[config.mk]
export PLATFORM = sky130hd
export DESIGN_NAME = reset_sequencer
export DESIGN_NICKNAME = d
export VERILOG_FILES = /design/src/rtl/reset_seq_pkg.sv /design/src/rtl/reset_sync.sv /design/src/rtl/reset_sequencer.sv
export SDC_FILE = /design/constraint.sdc
export NUM_CORES = 1
export LEC_CHECK = 0
export BUFFER_PORTS_ARGS = -buffer_cell sky130_fd_sc_hd__buf_2
export CORE_MARGIN = 3
export CORE_UTILIZATION = 57
export CTS_CLUSTER_SIZE = 20
export DETAILED_ROUTE_END_ITERATION = 7
export PLACE_DENSITY = 0.79
export SYNTH_ARGS = -nofsm -noshare
export SYNTH_HDL_FRONTEND = slang
export SYNTH_SLANG_ARGS = --single-unit
export TNS_END_PERCENT = 30
[constraint.sdc]
create_clock -name clk -period 2.2 [get_ports clk]
set_clock_uncertainty 0.2 [all_clocks]
set_input_delay 0.55 -clock clk [delete_from_list [all_inputs] [get_ports clk]]
set_output_delay 0.55 -clock clk [all_outputs]
set_load 0.03 [all_outputs]
[src/rtl/reset_seq_pkg.sv]
// reset_seq_pkg: shared state type and sizing helper for the reset sequencer.
package reset_seq_pkg;
  typedef enum logic [2:0] {SYNC, STRETCH, PERIPH, RUN, QUIESCE} rseq_state_t;
  function automatic int max2(input int a, input int b);
    return (a > b) ? a : b;
  endfunction
endpackage

[src/rtl/reset_sync.sv]
// reset_sync: async-assert / sync-deassert reset chain of STAGES flops.
module reset_sync #(
  parameter int STAGES = 2
) (
  input  logic clk,
  input  logic rst_ni,
  output logic rst_no
);
  logic [STAGES-1:0] sync_q, sync_d;
  assign sync_d = (sync_q << 1) | STAGES'(1);
  always_ff @(posedge clk or negedge rst_ni)
    if (!rst_ni) sync_q <= '0;
    else sync_q <= sync_d;
  assign rst_no = sync_q[STAGES-1];
endmodule

[src/rtl/reset_sequencer.sv]
// reset_sequencer: ordered periph/core reset release with soft-reset re-sequencing
// and a clock-enable tick divider.
module reset_sequencer
  import reset_seq_pkg::*;
#(
  parameter int SLOW           = 2,
  parameter int STRETCH_CYCLES = 16,
  parameter int GAP_CYCLES     = 4,
  parameter int SYNC_STAGES    = 2
) (
  input  logic clk,
  input  logic resetn,
  input  logic ext_rst_req,
  output logic periph_resetn_o,
  output logic core_resetn_o,
  output logic ready_o,
  output logic tick_o
);
  localparam int CW = $clog2(max2(STRETCH_CYCLES, GAP_CYCLES) + 1);
  localparam logic [CW-1:0] ST_LD  = CW'(STRETCH_CYCLES - 1);
  localparam logic [CW-1:0] GAP_LD = CW'(GAP_CYCLES - 1);

  rseq_state_t   state_q;
  logic [CW-1:0] cnt_q;
  logic          periph_q, core_q, ready_q, tick_q, sync_rst_n, wrap;

  // The state register leaving SYNC acts as the final synchroniser stage,
  // so the chain itself is one flop shorter than SYNC_STAGES.
  reset_sync #(.STAGES(SYNC_STAGES - 1)) u_sync (
    .clk    (clk),
    .rst_ni (resetn),
    .rst_no (sync_rst_n)
  );

  always_ff @(posedge clk or negedge resetn)
    if (!resetn) begin
      state_q  <= SYNC;
      cnt_q    <= '0;
      periph_q <= 1'b0;
      core_q   <= 1'b0;
      ready_q  <= 1'b0;
    end else begin
      case (state_q)
        SYNC: if (sync_rst_n) begin
          state_q <= STRETCH;
          cnt_q   <= ST_LD;
        end
        STRETCH:
          if (ext_rst_req) cnt_q <= ST_LD;
          else if (cnt_q == '0) begin
            state_q  <= PERIPH;
            periph_q <= 1'b1;
            cnt_q    <= GAP_LD;
          end else cnt_q <= cnt_q - CW'(1);
        PERIPH:
          if (ext_rst_req) begin
            state_q  <= STRETCH;
            periph_q <= 1'b0;
            cnt_q    <= ST_LD;
          end else if (cnt_q == '0) begin
            state_q <= RUN;
            core_q  <= 1'b1;
            ready_q <= 1'b1;
          end else cnt_q <= cnt_q - CW'(1);
        RUN: if (ext_rst_req) begin
          state_q <= QUIESCE;
          core_q  <= 1'b0;
          ready_q <= 1'b0;
          cnt_q   <= GAP_LD;
        end
        QUIESCE:
          if (cnt_q == '0) begin
            state_q  <= STRETCH;
            periph_q <= 1'b0;
            cnt_q    <= ST_LD;
          end else cnt_q <= cnt_q - CW'(1);
        default: state_q <= SYNC;
      endcase
    end

  if (SLOW > 0) begin : g_div
    logic [SLOW-1:0] div_q, div_d;
    assign div_d = periph_q ? div_q + SLOW'(1) : '0;
    always_ff @(posedge clk or negedge resetn)
      if (!resetn) div_q <= '0;
      else div_q <= div_d;
    assign wrap = &div_q;
  end else begin : g_nodiv
    assign wrap = 1'b1;
  end

  always_ff @(posedge clk or negedge resetn)
    if (!resetn) tick_q <= 1'b0;
    else tick_q <= periph_q & wrap;

  assign periph_resetn_o = periph_q;
  assign core_resetn_o   = core_q;
  assign ready_o         = ready_q;
  assign tick_o          = tick_q;
endmodule

# Word-level counts from Yosys, hierarchy flattened
# Index checks and enable logic that the tools add are counted.
word_totals:
  register_bits: 14
classes:
  n_addsub: 2
  n_eq_ne: 14
  mux: 23
  n_bitwise: 1
  n_reduce_logical: 10
op_table:
  columns: ["operator", "count"]
  rows:
  - ["5-bit 2-to-1 mux", 7]
  - ["5-bit case mux with 5 select lines", 1]
  - ["3-bit 2-to-1 mux", 7]
  - ["3-bit case mux with 5 select lines", 1]
  - ["2-bit != test (second input constant)", 7]
  - ["4-bit AND reduction", 2]
  - ["3-bit by 2-bit equality test with 1-bit output (second input constant)", 2]
  - ["3-bit != test (second input constant)", 2]
  - ["6-bit AND reduction", 1]
  - ["5-bit logical NOT", 1]
  - ["5-bit AND reduction", 1]
  - ["5-bit nonzero test", 1]
  - ["5-bit by 1-bit subtractor with 5-bit output (second input constant)", 1]
  - ["1-bit 2-to-1 mux", 4]
  - ["3-bit by 1-bit equality test with 1-bit output (second input constant)", 1]
  - ["3-bit equality test (second input constant)", 1]
  - ["3-bit logical NOT", 1]
  - ["1-bit case mux with 3 select lines", 1]
  - ["3-bit nonzero test", 1]
  - ["2-bit by 1-bit adder with 2-bit output (second input constant)", 1]
  - ["2-bit 2-to-1 mux", 1]
  - ["2-bit by 1-bit != test with 1-bit output (second input constant)", 1]
  - ["1-bit case mux with 2 select lines", 1]
  - ["2-bit AND reduction", 1]
  - ["other kinds (2)", 2]

# Longest topological paths before layout
# Gate-level depths: netlist of the first run.
depth:
  word_depth: 4
  depth_mapped: 7
  depth_no_buf: 7

# Hierarchy
# From an unflattened synthesis of the first run, not the netlist that was laid out.
hier_totals:
  cells_unflattened: 100
  hier_area_um2: 924.6
modules_own_cells:
  columns: ["mod", "n_inst", "cells_per_inst", "area_per_inst_um2", "seq_area_each_um2"]
  rows:
  - ["reset_sequencer", 1, 98, 895.9, 325.3]
  - ["reset_sync", 1, 2, 28.8, 25.0]

# Worst setup path before layout of the first run
# Ideal clock, no wire load.
synth_path:
  path_type: "register -> register"
  from: "register cnt_q[0]"
  to: "register cnt_q[1]"
  setup_ns: 0.118
  arrival_time_ns: 1.476
  t_required_ns: 1.882
  slack_ns: 0.406
  path_stages_with_launch: 8
  path_buffers: 0
  period_less_slack_ns: 1.794
  cell_sequence: "dfrtp_1 -> inv_1 -> ha_1 -> nor4b_4 -> nor3_2 -> o21ai_4 -> a21oi_1 -> a21o_1"
synth_via:
  elab_chain_cells: 4
  word_cells_on_any_way: 10
  classes_between: "add/sub (1); eq/ne (1); mux (6); reduce/logical (2)"
synth_rtl:
  columns: ["item", "line_no", "rtl"]
  rows:
  - ["start, declared", "reset_sequencer.sv:24", "logic [CW-1:0] cnt_q;"]
  - ["start signal, assigned", "reset_sequencer.sv:54", "end else cnt_q <= cnt_q - CW'(1);"]
  - ["start signal, assigned", "reset_sequencer.sv:64", "end else cnt_q <= cnt_q - CW'(1);"]
  - ["start signal, assigned", "reset_sequencer.sv:76", "end else cnt_q <= cnt_q - CW'(1);"]
  - ["5-bit by 1-bit subtractor with 5-bit output / 5-bit logical NOT (equally long branches)", null, null]
  - ["5-bit 2-to-1 mux, on equally long branches", "reset_sequencer.sv:60, reset_sequencer.sv:50", null]
  - ["5-bit 2-to-1 mux, on equally long branches", "reset_sequencer.sv:56, reset_sequencer.sv:49", null]
  - ["5-bit case mux with 5 select lines", "reset_sequencer.sv:43", "case (state_q)"]
# Several ways; a longest one is shown, not always the timed one. The select of a mux whose other input is x is not followed.
# A chain may end at the register's enable or synchronous reset.

# Worst setup path in the final report of the first run
# Same ends and word-level chain as after synthesis.

==> results.yml, run 1 <==
run_status:
  status: "finished clean"
critical_path:
  reg2reg_setup_slack_ns: 0.19
  worstPathCellList: "inv_1 -> ha_1 -> nor4b_4 -> nor3_2 -> o21ai_4 -> a21oi_1 -> a21o_1"
  cp.arrival_ns: 1.99
  reg2reg_depth: 7
  path_buf_inv: 1
  startpoint_type: "flip-flop"
  critPathCaptureType: "flip-flop"
  r2r-start: "cnt_q[0]"
  crit_type: "reg2reg"
  critPathRequiredTime_ns: 2.18
  r2r_end: "cnt_q[1]"
  cp-startpoint: "cnt_q[0]"
  cpMaxStageDelayCell: "dfrtp_1"
  critPathTopFamily: "compound AO/OA/AOI/OAI gates"
  max_stage_delay_ns: 0.41
  crit_fanout: 8
cts:
  clock_sinks: 14
  cts_buffers: 3
  cts_setup_buffers: 0
  clockBufferDepth: 2
  cts_tree: "done"
  cts_root_buf: "clkbuf_4"
  worstSkewPairLatency_ns: 0.29
  htree_levels: 1
  clkTransAtPathRegs_ns: 0.08
timing:
  fmax_mhz: 496.9
  postLayoutSetupSlackWorst_ns: 0.1877
  rsz0062_at_grt: "false"
  hold_viol: 0
  min_period_ns: 2.012
  min_period_over_period: 0.9147
  tns_ns: 0
  drv_slew: 0
  setup_viol: 0
worst_hold_path:
  whs_path_depth: 1
  hold_path_end: "g_div.div_q[0]"
  hold_class: "reg2reg"
  holdCritStartpoint: "g_div.div_q[0]"
finish:
  antenna_cells: 0
  area_growth_pct: 9.777
  multi_input_area_um2: 489.2
  drive_gt1_frac: 0.1869
  finalNetCount: 113
  fillers: 107
  seqCellArea_um2: 350.3
logic_synthesis:
  netlist_top_cells_area: "dfrtp_1, a21oi_1, nor2b_1"
  syn_area_um2: 895.9
  synth_flop_cell: "dfrtp_1"
  synth_nets: 104
  async_flop_share: 1.000
  synth_edf_count: 0
  yosysWarnings: 0
  synthCells: 99
  avgSynthCellArea_um2: 9.049
  synth_common_cells: "dfrtp_1, a21oi_1, nand2_1, nor2_1, o21ai_0"
  synth_seq_cells: 14
  yosys.area.top_type_share: 0.3911
  yosysTopAreaCell: "dfrtp_1"
  seq_area_frac_synth: 0.3911
  yosysMostFrequentCell: "dfrtp_1"
  ys_types: 38
placement:
  dp_hpwl_mm: 1.360
  portBuffers: 6
  gp_congestion: 0.8572
  pre_cts_ws_ns: 0.1979
route:
  via_per_inst: 6.484
  ant_nets: 0
  wl_mm: 1.969
  dr_total_vias: 791
  drc: 0
  dr.pass1.iters: 4
  drtIter0Drc: 29
  post_drt_wl_per_cell_um: 16.14
global_route:
  grt_pass1_vias: 757
  grt_max_degree: 15
  track_usage: 0.2410
  grt_overflow: 0
  grt_pass1_wl_mm: 3.505
  antenna_found_initial: 0
floorplanning:
  die_x_um: 45.65
  start_util: 0.6480
  core_um2: 1383
  die_height_um: 45.65
  io_pins: 7
  rows: 13
  die_area_um2: 2083
flow_run:
  drv_cap: 0
pwr:
  p_leak_nw: 0.4316
  vdd_drop_max_mv: 0.4262
  cellPowerDensity_nw_per_um2: 671.3
[per-stage QoR]
| step | power (mW) | instance area [µm²] | hold WS [ns] | utilization | cells |
|---|---|---|---|---|---|
| after floorplan | 0.4279 | 895.9 | 0.05441 | - | 99 |
| after global placement | 0.4598 | 937.1 | 0.2229 | 0.6778 | 117 |
| after detailed placement | 0.4720 | 937.1 | 0.2344 | 0.6778 | 117 |
| after CTS | 0.6678 | 983.4 | 0.2481 | 0.7113 | 122 |
| after global routing | 0.6990 | 983.4 | 0.2763 | 0.7113 | 122 |
| final | 0.6601 | 983.4 | 0.2401 | 0.7113 | 122 |
[where the power goes]
group / leakage (nW) / internal, mW / switching (mW)
Combinational: 0.244 / 0.0633 / 0.0760
Sequential: 0.167 / 0.292 / 0.0384
Clock: 0.0210 / 0.101 / 0.0896
[what timing repair did]
item	4_1_cts	5_1_grt
resized for setup	0	0
endpoints found under the setup margin	0	0
hold buffers	1	0
hold endpoints to repair	14	0
[kinds of logic after synthesis]
logic type	synth area share
other cells	0.004186
compound gates	0.2863
xor+xnor	0.009778
fa+ha+maj	0.02793
flops	0.3911
simple gates	0.2179
buf+inv	0.06284
[worst max-delay path by stage]
| stage | endpoint | slack (ns) | depth (start not counted) |
|---|---|---|---|
| after global placement | cnt_q[0] | 0.32 | 7 |
| after floorplan | cnt_q[1] | 0.41 | 7 |
| after CTS | cnt_q[1] | 0.18 | 7 |
| after global routing | cnt_q[2] | 0.03 | 7 |
| final | cnt_q[1] | 0.19 | 7 |
| after detailed placement | cnt_q[1] | 0.20 | 7 |
[registers in the layout (all words and copies together) (netlist names)]
| signal | flops |
|---|---|
| cnt_q | 5 |
| periph_resetn_o | 1 |
| ready_o | 1 |
| u_sync.rst_no | 1 |
| state_q | 3 |
| g_div.div_q | 2 |
| tick_o | 1 |
[final cells by class]
cell class	instances	area share
multi-input cells	73	0.4975
flip-flops and latches	14	0.3562
repair buffers	11	0.07125
clock buffers	4	0.03690
inverters	5	0.01908
well taps	15	0.01908
[per-layer routing]
| metal | routed length [µm] | track usage |
|---|---|---|
| met5 | 0 | 0 |
| met4 | 63 | 0.1170 |
| met2 | 887 | 0.3398 |
| met1 | 908 | 0.3308 |
| met3 | 110 | 0.07510 |
[cells in the final DEF (no fill, tap or decap)]
cell            n
nor3_2          1
o22ai_1         2
clkbuf_4        3
a222oi_1        1
o21a_1          2
buf_4           4
dlygate4sd3_1   1
a31oi_1         1
nor3_1          3
a22o_1          1
a21oi_1         8
nor2b_1         5
o32ai_1         1
o31a_2          1
dfrtp_1        14
o41ai_1         1
nand2_1         7
or3_1           1
o31ai_1         3
a32o_1          1
o311ai_0        1
and2_1          2
a22o_2          1
xnor2_1         1
nor4b_4         1
nand3b_1        1
clkbuf_8        1
o31a_1          1
a21o_1          2
o21ai_4         1
or4_4           1
nand2b_1        4
conb_1          1
inv_1           5
nor2_1          7
ha_1            2
a21boi_0        1
buf_2           6
o21ai_0         6
o211ai_1        1
No activity file was read; power rests on OpenSTA's default activity.
==> run 2: changes to the inputs <==
--- a/config.mk
+++ b/config.mk
@@ -6,11 +6,14 @@
 export NUM_CORES = 1
 export LEC_CHECK = 0
 export BUFFER_PORTS_ARGS = -buffer_cell sky130_fd_sc_hd__buf_2
+export CELL_PAD_IN_SITES_DETAIL_PLACEMENT = 1
+export CELL_PAD_IN_SITES_GLOBAL_PLACEMENT = 1
 export CORE_MARGIN = 3
-export CORE_UTILIZATION = 57
+export CORE_UTILIZATION = 44
 export CTS_CLUSTER_SIZE = 20
 export DETAILED_ROUTE_END_ITERATION = 7
 export PLACE_DENSITY = 0.79
+export SKIP_CTS_REPAIR_TIMING = 1
 export SYNTH_ARGS = -nofsm -noshare
 export SYNTH_HDL_FRONTEND = slang
 export SYNTH_SLANG_ARGS = --single-unit
==> results.yml, run 2 (synthesis gave the netlist of run 1 again) <==
run_status:
  status: "finished clean"
cts:
  clockBufferDepth: 2
  cts_root_buf: "clkbuf_4"
  cts_buffers: 3
  cts_tree: "done"
  worstSkewPairLatency_ns: 0.28
  clkTransAtPathRegs_ns: 0.09
  clock_sinks: 14
  htree_levels: 1
timing:
  drv_slew: 0
  postLayoutSetupSlackWorst_ns: 0.1870
  tns_ns: 0
  setup_viol: 0
  fmax_mhz: 496.8
  rsz0062_at_grt: "false"
  min_period_ns: 2.013
  hold_viol: 0
  hold_ws_ns: 0.2345
  min_period_over_period: 0.9150
critical_path:
  critPathCaptureType: "flip-flop"
  critPathRequiredTime_ns: 2.16
  crit_fanout: 6
  startpoint_type: "flip-flop"
  cp.arrival_ns: 1.97
  crit_type: "reg2reg"
pwr:
  vdd_drop_max_mv: 0.5027
  p_leak_nw: 0.4354
  power.internal_mw: 0.4190
  total_power_mw: 0.6087
  combPwrFrac: 0.226
  cellPowerDensity_nw_per_um2: 610.4
  power.share.sequential: 0.544
  swShare: 0.3117
  switching_power_mw: 0.1897
  p_clk_frac: 0.230
floorplanning:
  start_util: 0.4921
  core_um2: 1821
  die_height_um: 51.12
  io_pins: 7
  die_area_um2: 2613
  die_x_um: 51.12
  rows: 15
route:
  via_per_inst: 5.872
  wl_mm: 2.105
  dr_total_vias: 781
  ant_nets: 0
  drc: 0
  drtIter0Drc: 19
  dr.pass1.iters: 4
  post_drt_wl_per_cell_um: 15.83
finish:
  regMostFlops: "cnt_q"
  fillers: 226
  seqCellArea_um2: 350.3
  area_growth_pct: 11.31
  drive_gt1_frac: 0.1944
  finalInstanceArea_um2: 997.2
  final_cell_mix: "dfrtp_1, a21oi_1, nand2_1, nor2_1"
  utilization: 0.5478
  stdcell_count: 133
  reg.largest.list: "cnt_q (5), state_q (3), g_div.div_q (2)"
  largest_reg_flops: 5
  finalNetCount: 115
  multi_input_area_um2: 489.2
  layout_commonest_cell: "dfrtp_1"
  antenna_cells: 0
worst_hold_path:
  hold_class: "reg2reg"
placement:
  dp_hpwl_mm: 1.585
  dpl_cell_area_um2: 949.7
  portBuffers: 6
  pre_cts_ws_ns: 0.1347
  dp.cells: 127
  gp_congestion: 0.7978
global_route:
  grt_max_degree: 15
  track_usage: 0.1818
  grt_pass1_vias: 764
  grt_overflow: 0
  grt_pass1_wl_mm: 3.519
  antenna_found_initial: 0
flow_run:
  drv_cap: 0
run 2: worst paths after layout:
path	startpoint	to	cells after the start	slack [ns]
min in group asynchronous	resetn	g_div.div_q[1]	2	0.51
setup / recovery	cnt_q[0]	cnt_q[1]	8	0.19
setup reg to reg	cnt_q[0]	cnt_q[1]	8	0.19
hold / removal	g_div.div_q[0]	g_div.div_q[0]	1	0.23
max in group asynchronous	resetn	cnt_q[0]	2	1.04
hold reg to reg	g_div.div_q[0]	g_div.div_q[0]	1	0.23
run 2: area by class of cell:
cell class | count | area share
Multi-Input combinational cell | 73 | 0.4906
Sequential cell | 14 | 0.3513
Timing Repair Buffer | 13 | 0.08532
Tap cell | 25 | 0.03137
Clock buffer | 3 | 0.02258
Inverter | 5 | 0.01882
run 2: routing by layer:
metal	track usage	vias to the layer above	routed length, µm
met4	0.06278	0	16
met2	0.2768	15	978
met3	0.03499	2	64
met5	0	-	0
met1	0.2560	389	1045
li1	-	375	-
run 2: power by group through the flow:
stage,logic (mW),clock network (mW),registers [mW]
after floorplan,0.0949,0,0.333
after global placement,0.133,0,0.334
after detailed placement,0.136,0,0.337
after CTS,0.137,0.146,0.331
after global routing,0.156,0.165,0.337
final,0.138,0.140,0.331
run 2: critical path: stages, from the launching register on:
cell and delay, ns:
dfrtp_1 0.38, inv_1 0.08, ha_1 0.24, nor4b_4 0.14, buf_4 0.17, buf_4 0.13
o31ai_1 0.29, a21oi_1 0.12, a21o_1 0.16
